### config.mk
export PLATFORM = sky130hd
export DESIGN_NAME = frame_acc16
export DESIGN_NICKNAME = d
export VERILOG_FILES = /design/src/rtl/frame_acc16_pkg.sv /design/src/rtl/frame_acc16_add8_stage.sv /design/src/rtl/frame_acc16.sv
export SDC_FILE = /design/constraint.sdc
export NUM_CORES = 1
export LEC_CHECK = 0
export CAP_MARGIN = 20
export CORE_MARGIN = 2
export CORE_UTILIZATION = 59
export DETAILED_ROUTE_END_ITERATION = 16
export MAX_ROUTING_LAYER = met4
export PLACE_DENSITY = 0.85
export SLEW_MARGIN = 30
export SYNTH_ARGS = -nofsm -noshare
export SYNTH_HDL_FRONTEND = slang
export SYNTH_SLANG_ARGS = --single-unit
### constraint.sdc
create_clock -name clk -period 4.6 [get_ports clk]
set_input_delay 1.38 -clock clk [delete_from_list [all_inputs] [get_ports clk]]
set_output_delay 1.38 -clock clk [all_outputs]
set_load 0.01 [all_outputs]
### src/rtl/frame_acc16_pkg.sv
// Shared definitions for the frame_acc16 accumulator.
//   state_t  : FSM encoding (IDLE=0, ADD_LO=1, ADD_HI=2, OUT=3)
//   ACC_W    : accumulator / frame sum width
//   SAMPLE_W : input sample width, also the width of the shared adder slice
//   CNT_W    : sample counter width (holds 0..FRAME_LEN-1 for FRAME_LEN<=1024)
//   is_last  : true when the counter points at the final sample of a frame
package frame_acc16_pkg;

    localparam int ACC_W    = 16;
    localparam int SAMPLE_W = 8;
    localparam int CNT_W    = 10;

    typedef enum logic [1:0] {
        IDLE   = 2'd0,
        ADD_LO = 2'd1,
        ADD_HI = 2'd2,
        OUT    = 2'd3
    } state_t;

    // The counter is compared before it is incremented, so it never needs to
    // hold FRAME_LEN itself and 10 bits cover frames of up to 1024 samples.
    function automatic logic is_last(input logic [CNT_W-1:0] cnt, input int frame_len);
        return (cnt == CNT_W'(frame_len - 1));
    endfunction

endpackage

### src/rtl/frame_acc16_add8_stage.sv
// add8_stage: combinational 8-bit adder with carry-in and carry-out.
// Ports:
//   i_a, i_b : 8-bit operands
//   i_cin    : carry-in
//   o_sum    : 8-bit sum
//   o_cout   : carry-out
module add8_stage
    import frame_acc16_pkg::*;
(
    input  logic [SAMPLE_W-1:0] i_a,
    input  logic [SAMPLE_W-1:0] i_b,
    input  logic                i_cin,
    output logic [SAMPLE_W-1:0] o_sum,
    output logic                o_cout
);

    logic [SAMPLE_W:0] w_full;

    assign w_full = {1'b0, i_a} + {1'b0, i_b} + {{SAMPLE_W{1'b0}}, i_cin};
    assign o_sum  = w_full[SAMPLE_W-1:0];
    assign o_cout = w_full[SAMPLE_W];

endmodule

### src/rtl/frame_acc16.sv
// frame_acc16: sums FRAME_LEN unsigned 8-bit samples into a 16-bit frame sum
// using a single shared 8-bit adder (low byte, then high byte plus carry), so
// one sample is accepted every three cycles.
// Ports:
//   clk        : clock, rising edge
//   rst        : asynchronous active-high reset
//   sample_in  : 8-bit sample, accepted when in_valid && in_ready
//   in_valid   : sample_in is valid
//   in_ready   : block accepts a sample this cycle (IDLE only)
//   sum_out    : accumulator value (frame sum while out_valid=1)
//   out_valid  : sum_out holds a completed frame
//   out_ready  : consumer accepts sum_out
//   ovf        : frame sum exceeded 16 bits (valid with out_valid)
// Configuration: define FRAME_ACC_SAT_EN to saturate the sum at 0xFFFF and
// report ovf; otherwise the sum wraps modulo 65536 and ovf is tied to 0.
module frame_acc16
    import frame_acc16_pkg::*;
#(
    parameter int FRAME_LEN = 16
) (
    input  logic                clk,
    input  logic                rst,
    input  logic [SAMPLE_W-1:0] sample_in,
    input  logic                in_valid,
    output logic                in_ready,
    output logic [ACC_W-1:0]    sum_out,
    output logic                out_valid,
    input  logic                out_ready,
    output logic                ovf
);

    state_t              r_state;
    logic [SAMPLE_W-1:0] r_sample;
    logic [ACC_W-1:0]    r_acc;
    logic [CNT_W-1:0]    r_count;
    logic                r_carry;
    logic                r_in_ready;
    logic                r_out_valid;
`ifdef FRAME_ACC_SAT_EN
    logic                r_ovf;
`endif

    logic [SAMPLE_W-1:0] w_add_a;
    logic [SAMPLE_W-1:0] w_add_b;
    logic                w_add_cin;
    logic [SAMPLE_W-1:0] w_add_sum;
    logic                w_add_cout;

    // Operand mux for the shared adder: low byte + sample, then high byte + carry.
    always_comb begin
        w_add_a   = 8'd0;
        w_add_b   = 8'd0;
        w_add_cin = 1'b0;
        case (r_state)
            ADD_LO: begin
                w_add_a = r_acc[7:0];
                w_add_b = r_sample;
            end
            ADD_HI: begin
                w_add_a   = r_acc[15:8];
                w_add_cin = r_carry;
            end
            default: begin
                w_add_a   = 8'd0;
                w_add_b   = 8'd0;
                w_add_cin = 1'b0;
            end
        endcase
    end

    add8_stage u_add8 (
        .i_a    (w_add_a),
        .i_b    (w_add_b),
        .i_cin  (w_add_cin),
        .o_sum  (w_add_sum),
        .o_cout (w_add_cout)
    );

    // Frame FSM with registered handshake outputs.
    always_ff @(posedge clk or posedge rst) begin
        if (rst) begin
            r_state     <= IDLE;
            r_sample    <= 8'd0;
            r_acc       <= 16'd0;
            r_count     <= 10'd0;
            r_carry     <= 1'b0;
            r_in_ready  <= 1'b0;
            r_out_valid <= 1'b0;
`ifdef FRAME_ACC_SAT_EN
            r_ovf       <= 1'b0;
`endif
        end else begin
            case (r_state)
                IDLE: begin
                    // in_ready comes up one cycle after reset release
                    if (r_in_ready && in_valid) begin
                        r_sample   <= sample_in;
                        r_in_ready <= 1'b0;
                        r_state    <= ADD_LO;
                    end else begin
                        r_in_ready <= 1'b1;
                    end
                end
                ADD_LO: begin
`ifdef FRAME_ACC_SAT_EN
                    // once saturated, the sum is frozen at 0xFFFF
                    if (!r_ovf) begin
                        r_acc[7:0] <= w_add_sum;
                    end else begin
                        r_acc[7:0] <= r_acc[7:0];
                    end
`else
                    r_acc[7:0] <= w_add_sum;
`endif
                    r_carry <= w_add_cout;
                    r_state <= ADD_HI;
                end
                ADD_HI: begin
`ifdef FRAME_ACC_SAT_EN
                    if (r_ovf || w_add_cout) begin
                        r_acc <= 16'hFFFF;
                        r_ovf <= 1'b1;
                    end else begin
                        r_acc[15:8] <= w_add_sum;
                    end
`else
                    // carry-out dropped: the sum wraps modulo 65536
                    r_acc[15:8] <= w_add_sum;
`endif
                    r_carry <= 1'b0;
                    r_count <= r_count + CNT_W'(1);
                    if (is_last(r_count, FRAME_LEN)) begin
                        r_state     <= OUT;
                        r_out_valid <= 1'b1;
                    end else begin
                        r_state    <= IDLE;
                        r_in_ready <= 1'b1;
                    end
                end
                OUT: begin
                    if (out_ready) begin
                        r_acc       <= 16'd0;
                        r_count     <= 10'd0;
`ifdef FRAME_ACC_SAT_EN
                        r_ovf       <= 1'b0;
`endif
                        r_out_valid <= 1'b0;
                        r_in_ready  <= 1'b1;
                        r_state     <= IDLE;
                    end else begin
                        r_out_valid <= 1'b1;
                    end
                end
                default: begin
                    r_state    <= IDLE;
                    r_in_ready <= 1'b0;
                end
            endcase
        end
    end

    assign in_ready  = r_in_ready;
    assign sum_out   = r_acc;
    assign out_valid = r_out_valid;
`ifdef FRAME_ACC_SAT_EN
    assign ovf       = r_ovf;
`else
    assign ovf       = 1'b0;
`endif

endmodule

==> impl_metrics.toml <==
[global_routing]
antenna_found_initial = 0
grt.total_usage_pct = 25.6
grt_pass1_vias = 1630
grt_overflow_total = 0
grt_max_degree = 23
grt_pass1_wl_mm = 7.98

[setup_path]
r2r-end = "sum_out[14]"
r2r.worst_path.cells = 12
cp_max_fo = 17
reg2reg_slack_ns = 1.41
worstPathRequired_ns = 4.77
cp-end-kind = "register"
start_kind = "register"
critical_path_class = "reg2reg"
cp.arrival_ns = 3.35
r2r-start = "r_state[0]"

[sta]
setup_viol = 0
hold_viol = 0
tightest_slew_ns = 0.766
period_share_pct = 69.3
max_freq_mhz = 314
setup_slack_ns = 1.41
grt_setup_unrepaired = "no"
finClkSkew_ns = 0.00500
period_needed_ns = 3.19
finalMaxSlewViolations = 0
fin_tns_setup_ns = 0
max-slew-margin-rel_pct = 48.9

[routing]
drtIter0Drc = 153
vias = 1746
ant_nets = 0
drt_pass1_iterations = 4
drc = 0
drt-total-wl_mm = 4.70
vias_per_cell = 5.69
wl_per_cell_um = 15.3

[cts]
cts_root_buffer = "clkbuf_8"
clk_latency_ns = 0.29
cts_buffer_depth = 2
post_cts_buffers = 0
path_clk_slew_ns = 0.07
htree_levels = 2
cts.sinks = 39
holdBufCountCts = 0
cts_tree = "done"
cts_buffers = 5
postCtsResizedCells = 0

[floorplanning]
die-area_mm2 = 0.00434
io_pins = 31
die_h_um = 65.9
core_mm2 = 0.00366
num_rows = 22
die_x_um = 65.9
start_util_pct = 61.8

[finish]
final_util_pct = 72.5
area_growth_pct = 17.4
n_antenna_cell = 0
drive_above_1_share_pct = 6.95
design_area_mm2 = 0.00265
final_nets = 288

[synthesis]
synth_compound_area_share_pct = 17.1
synth_area_mm2 = 0.00226
synth_top_family_by_area = "compound AO/OA/AOI/OAI gates"
syn_nets = 260
yosys_register_bits = 39
synth_warnings = 0
synthXorXnorAreaFrac_pct = 4.65
synthAdderAreaFrac_pct = 9.52
seq_area_frac_synth_pct = 43.2
synth-simple-area-share_pct = 16.6
synth_mux_area_share_pct = 5.31
ys.flop_type = "dfrtp_1"
synthCells = 232
synth_edf_count = 0
async_flop_share_pct = 100
avgSynthCellArea_um2 = 9.75
synth_cell_type_count = 39

[hold_path]
hold_start = "r_sample[3]"
min-delay-path-class = "reg2reg"
hold_depth = 1
hold_path_end = "r_sample[3]"

[power_and_ir_drop]
power_density_mw_per_mm2 = 594
total_leakage_power_uw = 0.00115
finalPower_uw = 1580
ir_drop_mv = 0.329

[place]
gp_congestion = 0.848
place_area_mm2 = 0.00258
hpwl_mm = 3.38
place_ws_ns = 1.47
io_buffers = 29

[outcome]
status = "finished clean"

[run]
cap_violations = 0
-- per-layer routing --
layer / part of all wire (%) / routed length, µm / vias up / global-route usage (%)
li1: - / - / 861 / -
met5: 0 / 0 / - / -
met3: 5.4 / 256 / 9 / 4.60
met2: 45 / 2110 / 50 / 36.0
met4: 1.9 / 89 / 0 / 11.5
met1: 48 / 2250 / 826 / 36.2
-- cell type report --
cell class | count | area, µm²
Clock buffer | 6 | 72.6
Tap cell | 48 | 60.1
Fill cell | 290 | 1010
Sequential cell | 39 | 976
Timing Repair Buffer | 31 | 305
Inverter | 9 | 33.8
Multi-Input combinational cell | 174 | 1210
-- critical path: stages (launching register included) --
cell	delay, ns
dfrtp_1	0.42
inv_1	0.12
ha_1	0.47
a22o_1	0.28
nand2_1	0.08
fa_1	0.22
inv_1	0.07
fa_1	0.43
a211oi_1	0.32
o21bai_1	0.12
a21oi_1	0.18
xor2_1	0.22
o21ai_0	0.11
-- stage by stage --
step / hold WS [ns] / std cells
final: 0.498 / 307
after global routing: 0.521 / 307
after CTS: 0.501 / 307
after detailed placement: 0.481 / 301
after global placement: 0.475 / 301
after floorplan: 0.471 / 232
-- Yosys cell counts (2+ instances only) --
master / number / area, µm²
a21oi_1: 10 / 50.1
and2_1: 8 / 50.1
o21a_1: 3 / 22.5
dfrtp_1: 39 / 976
a22oi_1: 7 / 52.6
mux2i_1: 3 / 30.0
o31ai_1: 5 / 37.5
nor2b_1: 10 / 62.6
nand2_1: 27 / 101
clkbuf_1: 4 / 15.0
mux2_2: 8 / 90.1
nor3_1: 5 / 25.0
xnor2_1: 5 / 43.8
buf_1: 2 / 7.51
nor2_1: 13 / 48.8
nand4_1: 2 / 12.5
xor2_1: 7 / 61.3
o22ai_1: 6 / 37.5
o21ai_0: 15 / 75.1
buf_2: 3 / 15.0
nand3_1: 4 / 20.0
inv_1: 9 / 33.8
ha_1: 14 / 175
a22o_1: 6 / 52.6
fa_1: 2 / 40.0
a21o_1: 2 / 15.0
-- power by group --
part           switching (µW)  internal, µW  total [µW]  leakage (µW)
combinational             414           372         786      0.000610
clock                     109           101         210     0.0000371
sequential                108           473         581      0.000505
total                     631           946        1580       0.00115
-- sequential cells by signal, summed over array words and instances (netlist names) --
name / flops
sum_out: 16
in_ready: 1
r_count: 10
r_state: 2
r_sample: 8
out_valid: 1
r_carry: 1
-- layout by cell type (no fill, tap or decap), drive strengths merged, types with 3 or more instances in the layout --
| master | instances |
|---|---|
| xor2 | 7 |
| mux2 | 8 |
| ha | 14 |
| clkbuf | 6 |
| o31ai | 5 |
| nor2 | 13 |
| a21oi | 10 |
| a22oi | 7 |
| nand3 | 4 |
| inv | 9 |
| a22o | 6 |
| o21a | 3 |
| o22ai | 6 |
| mux2i | 3 |
| clkdlybuf4s50 | 29 |
| xnor2 | 5 |
| dfrtp | 39 |
| nand2 | 27 |
| nor3 | 5 |
| nor2b | 10 |
| o21ai | 16 |
| and2 | 8 |
-- kinds of logic after synthesis --
kind of cell               after synthesis
AOI/OAI and AO/OA                       60
xor gates and xnor gates                12
adders and majority gates               16
buffers and inverters                   19
DFF                                     39
muxes                                   11
other                                    1
and+or+nand+nor                         74
-- worst max-delay path by stage --
stage	from	end	slack (ns)	cells after the start
3_3_place_gp	out_ready	r_count[7]	1.49	7
6_report	r_state[0]	sum_out[14]	1.41	12
2_1_floorplan	r_state[0]	sum_out[14]	1.78	14
5_1_grt	r_state[1]	r_carry	1.15	12
4_1_cts	r_state[1]	sum_out[14]	1.47	12
3_5_place_dp	out_ready	r_count[7]	1.47	7
(Power assumes the default switching activity.)
